File: src/rtl/mem_port_arbiter.sv
// mem_port_arbiter
//
// Shares the unified instruction/data memory of the multicycle MIPS core between
// the CPU memory interface (port 0) and the program loader/DMA port (port 1).
// One request is latched in IDLE, issued to memory in ACCESS, and for reads the
// data is returned in RESP with a one-cycle rvalid strobe.
//
// Build option: define ARB_ROUND_ROBIN_EN for round-robin contention handling;
// otherwise port 0 wins contention (fixed priority). The port 1 lock rule applies
// in both builds.
//
// Ports:
//   clk, rst                      clock, asynchronous active-high reset
//   req0/1, we0/1, addr0/1,
//   wdata0/1                      requests, held stable until the matching gnt
//   lock1                         port 1 burst lock, sampled when port 1 wins
//   gnt0/1                        pulse in the cycle the access is on the memory
//   rvalid0/1, rdata0/1           read response strobe and data (data held)
//   mem_addr, mem_we, mem_wdata   memory command (synchronous-read memory)
//   mem_rdata                     memory read data, one cycle after mem_addr
module mem_port_arbiter #(
    parameter int N  = 32,
    parameter int AW = 10
) (
    input  logic          clk,
    input  logic          rst,
    input  logic          req0,
    input  logic          req1,
    input  logic          we0,
    input  logic          we1,
    input  logic [AW-1:0] addr0,
    input  logic [AW-1:0] addr1,
    input  logic [N-1:0]  wdata0,
    input  logic [N-1:0]  wdata1,
    input  logic          lock1,
    output logic          gnt0,
    output logic          gnt1,
    output logic          rvalid0,
    output logic          rvalid1,
    output logic [N-1:0]  rdata0,
    output logic [N-1:0]  rdata1,
    output logic [AW-1:0] mem_addr,
    output logic          mem_we,
    output logic [N-1:0]  mem_wdata,
    input  logic [N-1:0]  mem_rdata
);

    typedef enum logic [1:0] {StIdle, StAccess, StResp} state_e;

    state_e       state;
    logic         win;          // latched winner id, 1 = port 1
    logic         last_winner;
    logic         lock_held;
    logic [N-1:0] rdata0_q;
    logic [N-1:0] rdata1_q;
    logic         pick1;

    // Winner selection for the request sampled in IDLE.
    always_comb begin
        pick1 = 1'b0;
        if (req0 && req1) begin
            if (last_winner && lock_held) begin
                pick1 = 1'b1;
            end else begin
`ifdef ARB_ROUND_ROBIN_EN
                pick1 = ~last_winner;
`else
                pick1 = 1'b0;
`endif
            end
        end else begin
            pick1 = req1;
        end
    end

    // mem_addr/mem_wdata double as the latched request fields, and mem_we is only
    // ever high in ACCESS, so in ACCESS it equals the latched write flag.
    always_ff @(posedge clk or posedge rst) begin
        if (rst) begin
            state       <= StIdle;
            win         <= 1'b0;
            last_winner <= 1'b1;
            lock_held   <= 1'b0;
            gnt0        <= 1'b0;
            gnt1        <= 1'b0;
            rvalid0     <= 1'b0;
            rvalid1     <= 1'b0;
            mem_addr    <= '0;
            mem_we      <= 1'b0;
            mem_wdata   <= '0;
            rdata0_q    <= '0;
            rdata1_q    <= '0;
        end else begin
            gnt0    <= 1'b0;
            gnt1    <= 1'b0;
            rvalid0 <= 1'b0;
            rvalid1 <= 1'b0;
            mem_we  <= 1'b0;
            case (state)
                StIdle: begin
                    if (req0 || req1) begin
                        win         <= pick1;
                        last_winner <= pick1;
                        lock_held   <= pick1 & lock1;
                        mem_addr    <= pick1 ? addr1 : addr0;
                        mem_wdata   <= pick1 ? wdata1 : wdata0;
                        mem_we      <= pick1 ? we1 : we0;
                        gnt0        <= ~pick1;
                        gnt1        <= pick1;
                        state       <= StAccess;
                    end
                end
                StAccess: begin
                    if (mem_we) begin
                        state <= StIdle;
                    end else begin
                        rvalid0 <= ~win;
                        rvalid1 <= win;
                        state   <= StResp;
                    end
                end
                StResp: begin
                    if (win) begin
                        rdata1_q <= mem_rdata;
                    end else begin
                        rdata0_q <= mem_rdata;
                    end
                    state <= StIdle;
                end
                default: state <= StIdle;
            endcase
        end
    end

    // The memory output register already holds the read word during RESP, so it is
    // forwarded in the rvalid cycle and the local copy holds it from then on.
    assign rdata0 = rvalid0 ? mem_rdata : rdata0_q;
    assign rdata1 = rvalid1 ? mem_rdata : rdata1_q;

endmodule

File: config.mk
export PLATFORM = sky130hd
export DESIGN_NAME = mem_port_arbiter
export DESIGN_NICKNAME = d
export VERILOG_FILES = /design/src/rtl/mem_port_arbiter.sv
export SDC_FILE = /design/constraint.sdc
export NUM_CORES = 1
export LEC_CHECK = 0
export BUFFER_PORTS_ARGS = -buffer_cell sky130_fd_sc_hd__buf_2
export CORE_ASPECT_RATIO = 0.9
export CORE_MARGIN = 2
export CORE_UTILIZATION = 48
export CTS_BUF_LIST = sky130_fd_sc_hd__clkbuf_8 sky130_fd_sc_hd__clkbuf_16
export DETAILED_ROUTE_END_ITERATION = 6
export GPL_TIMING_DRIVEN = 0
export PLACE_DENSITY = 0.81
export SYNTH_ARGS = -nofsm -noshare
export SYNTH_HDL_FRONTEND = slang
export SYNTH_SLANG_ARGS = --single-unit
File: constraint.sdc
create_clock -name clk -period 5.55 [get_ports clk]
set_input_delay 1.11 -clock clk [delete_from_list [all_inputs] [get_ports clk]]
set_output_delay 1.11 -clock clk [all_outputs]
set_load 0.005 [all_outputs]
# Word level (Yosys, flattened, before mapping)
# Index checks and enable logic that the tools add are counted.
# word_totals
reg_bits	116
latch_bits	0
mem_bits_rw	0
romBits	0
out_inout_bits	111
n_memories	0
# classes
add_sub_neg	0
mul	0
div_mod_pow	0
magnitude_cmp	0
n_eq_ne	3
shift	0
n_mux	20
bitwise_logic	3
reduce_logical	7
# op_table
op	n
$mux 32	3
$mux 1	13
$mux 10	1
$reduce_and 2->1	3
$mux 2	2
$pmux 2 s2	1
$eq 2x1->1 const B	1
$eq 2x2->1 const B	1
$logic_and 1x1->1	2
$logic_not 2->1	1
$ne 2x2->1 const B	1
$not 1->1	2
$and 1x1->1	1
$logic_or 1x1->1	1

# Depth between registers and ports, before layout
# Gate-level depths: netlist of run 1.
# logic_depth
ltp_word	6
mapped_depth	5
mapped_depth_nobuf	4

# Worst setup path before layout of run 1
# OpenSTA, ideal clock, no wires.
# synth_path
path_kind	input -> output
from	in mem_rdata[0]
to	out rdata0[0]
arrival_ns	1.365
setup_slack_ns	3.075
cell_stages	1
cell_sequence	mux2_2
# synth_via
elab_chain_len	1
# synth_rtl
element	line_no	text
start: declaration	45	input logic [N-1:0] mem_rdata
$mux 32	137	assign rdata0 = rvalid0 ? mem_rdata : rdata0_q;
end: declaration	40	output logic [N-1:0] rdata0,
# No other way between the ends.

# Final worst setup path of run 1
# layout_path
from	reg rvalid0
to	out rdata0[15]
# layout_via
elab_chain_len	1
# layout_rtl
element	line_no	text
start: declaration	38	output logic rvalid0,
start signal: assignment	117	rvalid0 <= ~win;
$mux 32	137	
# No other way between the ends.

==> flow_summary.toml, run 1 <==
[run_status]
outcome = "finished, final reports clean"

[die]
die_h_um = 105
die_width_um = 116
rows = 36
core_mm2 = 0.0109
ios = 234
start_util = 0.494
die_area_mm2 = 0.0121

[global_route]
grt_max_degree = 68
grt_pass1_vias = 4380
grt_first_pass_wirelength_um = 22000
gr-usage-all-layers = 0.233
grt.overflow.total = 0
antenna_found_initial = 1

[critical_path]
crit_fanout = 10
r2r_slack_ns = 3.72
crit_end = "rdata0[15]"
timing.rr.start = "last_winner"
cp_slowest_stage_delay_ns = 0.55
cp_slowest_cell = "buf_1"
crit_chain = "clkbuf_1, buf_1, mux2_2, buf_2"
cp.arrival_ns = 2.07
critical_path_class = "register to output pin"
r2r-end = "mem_wdata[4]"
worst_setup_path_start_kind = "register"
cp.depth = 4
r2r_cells = 5
cp_top_family = "buffers and inverters"
required_ns = 4.44
worstSetupStartpoint = "rvalid0"
critPathBufInv = 3
cp-end-kind = "output pin"

[place]
dpl.hpwl_um = 10100
port_buffers = 233
globalplace.congestion = 0.804

[logic_synthesis]
synthAdderAreaFrac = 0
synthXorXnorAreaFrac = 0
muxShareOfSynthArea = 0.267
synth_top_family_by_area = "multiplexers"
synthTopCellsByArea = "dfrtp_1, mux2_2, a221o_1"
synth.top_cell.area_share = 0.534
synthesis.nets = 503
yosysSeqAreaShare = 0.539
yosys.area.top_type = "dfrtp_1"
synthCells = 380
synth_simple_gate_area_share = 0.0132
synthDistinctLibCells = 24
syn_area_mm2 = 0.00539
syn_avg_cell_area_um2 = 14.2
synth-seq-cells = 116
synth_compound_area_frac = 0.148
ys_warn_count = 0

[clock_network]
cts_made_buffers = 17
ctsResizeCount = 0
cts_setup_buffers = 0
cts.htree.levels = 4
holdBufCountCts = 0
root_buffer = "clkbuf_16"
cts.path.max_buffers = 2
clk_pin_slew_ns = 0.05
cts.sinks = 116
cts_tree = "done"
insertion_delay_ns = 0.40

[timing]
setup_violations = 0
whs_ns = 0.480
tightestPinTransition_ns = 0.663
slew_violations = 0
final_hold_viol_count = 0
maxSlewHeadroom = 0.558
finalCritPeriodShare = 0.574
fin_skew_ns = 0.00758
timing.final.crit_period_ns = 3.18
fmax_mhz = 314
rsz0062_at_grt = "no"
tns_ns = 0

[flow_run]
max-cap-violations = 0

[layout]
area_growth_pct = 37.6
fin_nets = 756
fin_util = 0.680
multiInputGateArea_mm2 = 0.00231
fill_cells = 799
register_area_mm2 = 0.00290
post_route_cells_drive_above_1_share = 0.641

[routing]
drc = 0
met1Wirelength_um = 5670
wirelength_um = 14000
wl_met2_um = 7050
highest_layer = "met4"
vias_per_cell = 5.28
drtIter0Drc = 214
route.met3.wl_um = 1060
first_pass_iters = 4
num_vias = 4217
routedWlPerCell_um = 17.5
postRouteAntennaNets = 0

[power]
irDropWorstVdd_v = 0.000254
power.share.clock = 0.253
power_switching_mw = 1.41
pwr-share-comb = 0.422
intPower_mw = 3.19
seqPwrFrac = 0.325
power_mw = 4.60
leakage_nw = 3.54
switching_share = 0.306
power-per-cell-area_mw_per_mm2 = 620

[hold_path]
min_path_type = "register to register"
cells by family (layout without fill, tap and decap cells):
group,after synthesis,after routing
other cells,0,1
flops,116,116
simple gates,12,12
mux,128,128
compound gates,89,89
buf+inv,35,301
layout by cell type, fill, tap and decap left out, types with 2 or more instances in the layout:
master	count
buf_2	239
mux2_2	128
dfrtp_1	115
o21a_1	44
a221o_1	35
clkbuf_16	17
clkbuf_1	14
a221o_2	7
buf_1	6
buf_6	5
inv_1	4
clkbuf_8	4
bufinv_16	4
nor2_1	3
clkinv_2	3
nand3_1	2
clkinvlp_4	2
stage by stage:
stage                     instance area, um^2  instances  setup WS [ns]
after floorplan                          5390        380           1.37
after global placement                   6750        765          0.164
after detailed placement                 6780        766           2.79
after CTS                                7410        798           2.35
after global routing                     7420        799           2.23
final                                    7420        799           2.37
power groups by stage:
stage / combinational [mW] / clock, mW / sequential (mW)
after detailed placement: 1.95 / 0 / 1.50
final: 1.94 / 1.16 / 1.49
after global routing: 2.10 / 1.22 / 1.55
after CTS: 1.96 / 1.18 / 1.50
after global placement: 1.89 / 0 / 1.47
after floorplan: 1.21 / 0 / 1.46
registers in the layout, summed over array words and instances (netlist names):
register     flops
gnt0             1
gnt1             1
last_winner      1
lock_held        1
mem_addr        10
mem_wdata       32
mem_we           1
rdata0_q        32
rdata1_q        32
rvalid0          1
rvalid1          1
state            2
win              1
cells in the mapped netlist (all sizes together):
library cell	instances
nor3b	2
a221o	42
or2	1
nand2	1
o2bb2ai	1
mux2	128
buf	17
a22o	1
o21a	44
nor2	3
clkinv	1
clkbuf	14
inv	3
dfstp	1
nand3b	1
nor2b	1
and2	1
dfrtp	115
nand3	2
a211oi	1
area by class of cell:
type,count,area share
antenna,1,0.000337
buffer,31,0.0218
timing repair buffer,234,0.161
tap,152,0.0256
multi-input combinational,229,0.311
inverter,4,0.00236
sequential,116,0.392
clock inverter,11,0.0213
clock buffer,21,0.0648
how the worst min path moves through the flow:
stage,start,to,slack (ns),depth (start not counted)
4_1_cts,mem_we,state[1],0.50,1
5_1_grt,mem_we,state[1],0.50,1
3_3_place_gp,rdata1_q[9],rdata1_q[9],0.48,1
6_report,mem_we,state[1],0.48,1
3_5_place_dp,rdata1_q[21],rdata1_q[21],0.49,1
2_1_floorplan,mem_we,state[1],0.45,1
per-layer routing:
metal,vias up,global-route usage
li1,1951,-
met1,2080,0.280
met4,0,0.0765
met5,-,0
met2,173,0.396
met3,13,0.0737
(Power assumes the default switching activity.)
==> run 2: changes to the inputs <==
--- a/config.mk
+++ b/config.mk
@@ -5,14 +5,15 @@
 export SDC_FILE = /design/constraint.sdc
 export NUM_CORES = 1
 export LEC_CHECK = 0
+export ABC_AREA = 1
 export BUFFER_PORTS_ARGS = -buffer_cell sky130_fd_sc_hd__buf_2
 export CORE_ASPECT_RATIO = 0.9
 export CORE_MARGIN = 2
-export CORE_UTILIZATION = 48
+export CORE_UTILIZATION = 43
 export CTS_BUF_LIST = sky130_fd_sc_hd__clkbuf_8 sky130_fd_sc_hd__clkbuf_16
 export DETAILED_ROUTE_END_ITERATION = 6
 export GPL_TIMING_DRIVEN = 0
-export PLACE_DENSITY = 0.81
+export PLACE_DENSITY = 0.77
 export SYNTH_ARGS = -nofsm -noshare
 export SYNTH_HDL_FRONTEND = slang
 export SYNTH_SLANG_ARGS = --single-unit
==> constraint.sdc (replaced) <==
create_clock -name clk -period 2.9 [get_ports clk]
set_input_delay 0.58 -clock clk [delete_from_list [all_inputs] [get_ports clk]]
set_output_delay 0.58 -clock clk [all_outputs]
set_load 0.005 [all_outputs]
==> flow_summary.toml, run 2 <==
[run_status]
outcome = "finished, final reports clean"

[place]
dpl.hpwl_um = 12100
placed_cells = 1048
dpl_worst_slack_ns = 0.785
port_buffers = 232
globalplace.congestion = 0.824
dpl-instance-area_mm2 = 0.00676

[power]
power_switching_mw = 3.30
seqPwrFrac = 0.329
switching_share = 0.380
pwr-share-comb = 0.416
power-per-cell-area_mw_per_mm2 = 1180
power.share.clock = 0.255
intPower_mw = 5.38
leakage_nw = 3.92
irDropWorstVdd_v = 0.000447
power_mw = 8.68

[clock_network]
cts.sinks = 116
cts_tree = "done"
cts.htree.levels = 4
holdBufCountCts = 0
insertion_delay_ns = 0.40
clk_pin_slew_ns = 0.06
cts_made_buffers = 17
cts_setup_buffers = 0
root_buffer = "clkbuf_16"
ctsResizeCount = 0
cts.path.max_buffers = 2

[timing]
maxSlewHeadroom = 0.450
fmax_mhz = 395
fin_skew_ns = 0.00549
final_hold_viol_count = 0
tns_ns = 0
whs_ns = 0.338
tightestPinTransition_ns = 0.823
setup_violations = 0
rsz0062_at_grt = "no"
finalCritPeriodShare = 0.874
slew_violations = 0
postLayoutSetupSlackWorst_ns = 0.366
timing.final.crit_period_ns = 2.53

[global_route]
antenna_found_initial = 1
grt_pass1_vias = 5519
grt.overflow.total = 0
grt_max_degree = 44
grt_first_pass_wirelength_um = 26700
gr-usage-all-layers = 0.257

[routing]
vias_per_cell = 5.28
routedWlPerCell_um = 15.5
num_vias = 5703
wirelength_um = 16800
postRouteAntennaNets = 0
drc = 0
drtIter0Drc = 361
first_pass_iters = 5

[layout]
top_regs = "mem_wdata (32), rdata0_q (32), rdata1_q (32)"
diodes = 0
multiInputGateArea_mm2 = 0.00208
most-common-layout-cells = "buf_2, nand2_1, dfrtp_1"
register_area_mm2 = 0.00290
post_route_cells_drive_above_1_share = 0.318
postLayoutCellArea_mm2 = 0.00738
final_common_cell = "buf_2"
instances_no_fill = 1080
fin_nets = 1030
area_growth_pct = 37.9
fill_cells = 1126
fin_util = 0.609

[logic_synthesis]
syn_area_mm2 = 0.00535
synthTopCellsByArea = "dfrtp_1, nand2_1, nand3_1"
synthCells = 654
synth-seq-cells = 116
synth.top_cell.area_share = 0.538
synth.top_cells.by_count = "nand2_1, dfrtp_1, nand3_1"
yosysSeqAreaShare = 0.543
synth_ff_type = "dfrtp_1"
synthArstFlopShare = 1.00
synthesis.nets = 777
ys_warn_count = 0
yosysMostFrequentCell = "nand2_1"
synth_edf_count = 0
synthDistinctLibCells = 18
syn_avg_cell_area_um2 = 8.18
yosys.area.top_type = "dfrtp_1"

[die]
start_util = 0.441
die_area_mm2 = 0.0134
die_width_um = 122
core_mm2 = 0.0121
ios = 234
die_h_um = 110
rows = 38

[critical_path]
crit_fanout = 10
worst_setup_path_start_kind = "register"
cp.arrival_ns = 1.95
critical_path_class = "register to output pin"
cp-end-kind = "output pin"
required_ns = 2.32

[flow_run]
max-cap-violations = 0

[hold_path]
min_path_type = "input port to async pin"
## run 2: cell types whose count changed after synthesis, sizes merged, moves of 13 or more
cell / before / now
a21oi: 0 / 64
a221o: 42 / 0
clkbuf: 14 / 27
inv: 3 / 38
mux2: 128 / 0
nand2: 1 / 119
nand3: 2 / 88
nand4: 0 / 42
nor2: 3 / 68
o21a: 44 / 0
o21ai: 0 / 66
## run 2: per-layer routing
layer / part of all wire / wire (um) / track usage / vias up
met1: 0.42 / 7000 / 0.322 / 2686
met5: 0 / 0 / 0 / -
met4: 0.015 / 255 / 0.0952 / 0
met2: 0.48 / 8090 / 0.431 / 278
met3: 0.085 / 1420 / 0.0705 / 24
li1: - / - / - / 2715
## run 2: logic make-up after synthesis
| logic type | after synthesis | synth area share |
|---|---|---|
| simple gates | 319 | 0.267 |
| compound gates | 130 | 0.122 |
| flops | 116 | 0.543 |
| buf+inv | 89 | 0.0680 |
## run 2: worst max-delay path, cell delays in order (launching register included)
cell and delay, ns:
dfrtp_1 0.34, clkbuf_1 0.36, clkbuf_1 0.45, nor2_1 0.09, a21oi_1 0.17, buf_2 0.14
## run 2: power by group through the flow
stage                     combinational, mW  sequential, mW  clock, mW
after floorplan                        2.02            2.81          0
after global placement                 3.54            2.83          0
after detailed placement               3.62            2.84          0
after CTS                              3.62            2.85       2.23
after global routing                   4.10            2.95       2.31
final                                  3.61            2.86       2.21
## run 2: final cells by class
| cell class | count | area share |
|---|---|---|
| inverter | 38 | 0.0198 |
| clock inverter | 14 | 0.0251 |
| buffer | 51 | 0.0300 |
| sequential | 116 | 0.393 |
| multi-input combinational | 449 | 0.282 |
| timing repair buffer | 234 | 0.163 |
| tap | 160 | 0.0271 |
| clock buffer | 18 | 0.0595 |
## run 2: worst paths after layout
path / start / end / slack, ns / cells after the start
min: rst / mem_wdata[28] / 0.34 / 2
max: rvalid0 / rdata0[5] / 0.37 / 5
max in group asynchronous: rst / last_winner / 1.84 / 3
min reg2reg: win / rvalid0 / 0.46 / 1
max reg2reg: last_winner / mem_wdata[7] / 1.23 / 6
min in group clk: we1 / mem_we / 0.38 / 3
==> run 3: changes to the inputs <==
--- a/config.mk
+++ b/config.mk
@@ -8,12 +8,13 @@
 export ABC_AREA = 1
 export BUFFER_PORTS_ARGS = -buffer_cell sky130_fd_sc_hd__buf_2
 export CORE_ASPECT_RATIO = 0.9
-export CORE_MARGIN = 2
-export CORE_UTILIZATION = 43
+export CORE_MARGIN = 1
+export CORE_UTILIZATION = 51
 export CTS_BUF_LIST = sky130_fd_sc_hd__clkbuf_8 sky130_fd_sc_hd__clkbuf_16
 export DETAILED_ROUTE_END_ITERATION = 6
 export GPL_TIMING_DRIVEN = 0
-export PLACE_DENSITY = 0.77
+export PLACE_DENSITY = 0.85
+export SLEW_MARGIN = 20
 export SYNTH_ARGS = -nofsm -noshare
 export SYNTH_HDL_FRONTEND = slang
 export SYNTH_SLANG_ARGS = --single-unit
==> constraint.sdc (replaced) <==
create_clock -name clk -period 3.1 [get_ports clk]
set_input_delay 0.62 -clock clk [delete_from_list [all_inputs] [get_ports clk]]
set_output_delay 0.62 -clock clk [all_outputs]
set_load 0.005 [all_outputs]
==> flow_summary.toml, run 3 (synthesis results as in run 2) <==
[timing]
finalCritPeriodShare = 0.824
setup_violations = 0
fmax_mhz = 391
slew_violations = 0
tightestPinTransition_ns = 0.652
final_hold_viol_count = 0
maxSlewHeadroom = 0.564
whs_ns = 0.310
timing.final.crit_period_ns = 2.56
tns_ns = 0
rsz0062_at_grt = "no"
fin_skew_ns = 0.0104

[clock_network]
cts_tree = "done"
root_buffer = "clkbuf_16"
cts.sinks = 116
cts_setup_buffers = 0
cts_made_buffers = 17
cts.htree.levels = 4
ctsResizeCount = 0
cts.path.max_buffers = 2
clk_pin_slew_ns = 0.06
holdBufCountCts = 0
insertion_delay_ns = 0.40

[flow_run]
max-cap-violations = 0

[hold_path]
min_path_type = "input port to async pin"

[critical_path]
r2r_slack_ns = 1.40
critical_path_class = "register to output pin"
cp.arrival_ns = 1.94
worstSetupStartpoint = "rvalid0"
r2r-end = "mem_wdata[23]"
timing.rr.start = "last_winner"
r2r_cells = 6
required_ns = 2.48
cp-end-kind = "output pin"
crit_fanout = 10
crit_end = "rdata0[3]"
worst_setup_path_start_kind = "register"

[place]
port_buffers = 232
dpl.hpwl_um = 11800
dpl-instance-area_mm2 = 0.00674
globalplace.congestion = 0.904

[layout]
top_regs = "mem_wdata (32), rdata0_q (32), rdata1_q (32)"
post_route_cells_drive_above_1_share = 0.317
area_growth_pct = 36.7
fin_nets = 1031
diodes = 0
postLayoutCellArea_mm2 = 0.00732
final_common_cell = "buf_2"
fill_cells = 867
most-common-layout-cells = "buf_2, nand2_1, dfrtp_1"

[routing]
wirelength_um = 16600
num_vias = 5748
routedWlPerCell_um = 15.8
first_pass_iters = 5
vias_per_cell = 5.48
drtIter0Drc = 379
postRouteAntennaNets = 0
drc = 0

[power]
switching_share = 0.381
pwr-share-comb = 0.422
power_switching_mw = 3.04
power.share.clock = 0.241
power_mw = 7.98
seqPwrFrac = 0.336
leakage_nw = 3.91
intPower_mw = 4.94
irDropWorstVdd_v = 0.000609
power-per-cell-area_mw_per_mm2 = 1090

[global_route]
antenna_found_initial = 0
grt_max_degree = 34
grt_first_pass_wirelength_um = 25900
grt_pass1_vias = 5354
gr-usage-all-layers = 0.309
grt.overflow.total = 0

[die]
start_util = 0.525
die_h_um = 99.2
die_area_mm2 = 0.0109
core_mm2 = 0.0102
ios = 234
die_width_um = 110
rows = 35

[run_status]
outcome = "finished, final reports clean"
-- run 3: cell count changes in the layout (fill, tap and decap cells not counted) --
cell       previous run  this run
inv_6                 1         0
inv_1                38        39
clkinv_4              2         1
bufinv_16             4         3
buf_12                2         3
-- run 3: per-layer routing --
metal,vias up,GRT usage,routed length (um)
li1,2711,-,-
met1,2732,0.390,6690
met2,280,0.528,8330
met3,25,0.0682,1290
met4,0,0.0954,272
met5,-,0,0
-- run 3: layout make-up --
type                    count  area, um^2  share of cell area
flip-flops and latches    116        2900               0.397
inverters                  38         146              0.0200
clock buffers              18         439              0.0600
clock inverters            12         141              0.0193
repair buffers            235        1220               0.167
multi-input cells         449        2080               0.285
plain buffers              51         221              0.0303
well taps                 129         161              0.0221
-- run 3: metrics by stage --
| step | worst slack, ns | std cells | util |
|---|---|---|---|
| floorplan | 1.07 | 654 | - |
| global placement | 0.329 | 1015 | 0.655 |
| detailed placement | 0.975 | 1018 | 0.660 |
| CTS | 0.555 | 1048 | 0.717 |
| global route | 0.348 | 1048 | 0.717 |
| finish | 0.545 | 1048 | 0.717 |
-- run 3: power by group through the flow --
| stage | Sequential (mW) | Combinational [mW] | Clock [mW] |
|---|---|---|---|
| finish | 2.68 | 3.37 | 1.93 |
| global route | 2.76 | 3.81 | 2.03 |
| CTS | 2.67 | 3.38 | 1.95 |
| detailed placement | 2.65 | 3.36 | 0 |
| global placement | 2.65 | 3.26 | 0 |
| floorplan | 2.62 | 1.89 | 0 |
-- run 3: critical path, cell delays in order (launching register included) --
cell and delay (ns):
dfrtp_1 0.34, clkbuf_1 0.39, clkbuf_1 0.44, nor2_1 0.09, a21oi_1 0.13, buf_2 0.14
-- run 3: worst min path at each step --
stage / endpoint / slack (ns) / depth (start not counted)
finish: rdata1_q[26] / 0.31 / 2
detailed placement: rvalid0 / 0.46 / 1
CTS: rdata1_q[26] / 0.32 / 2
floorplan: rvalid0 / 0.43 / 1
global route: rdata1_q[26] / 0.35 / 2
global placement: rvalid0 / 0.45 / 1
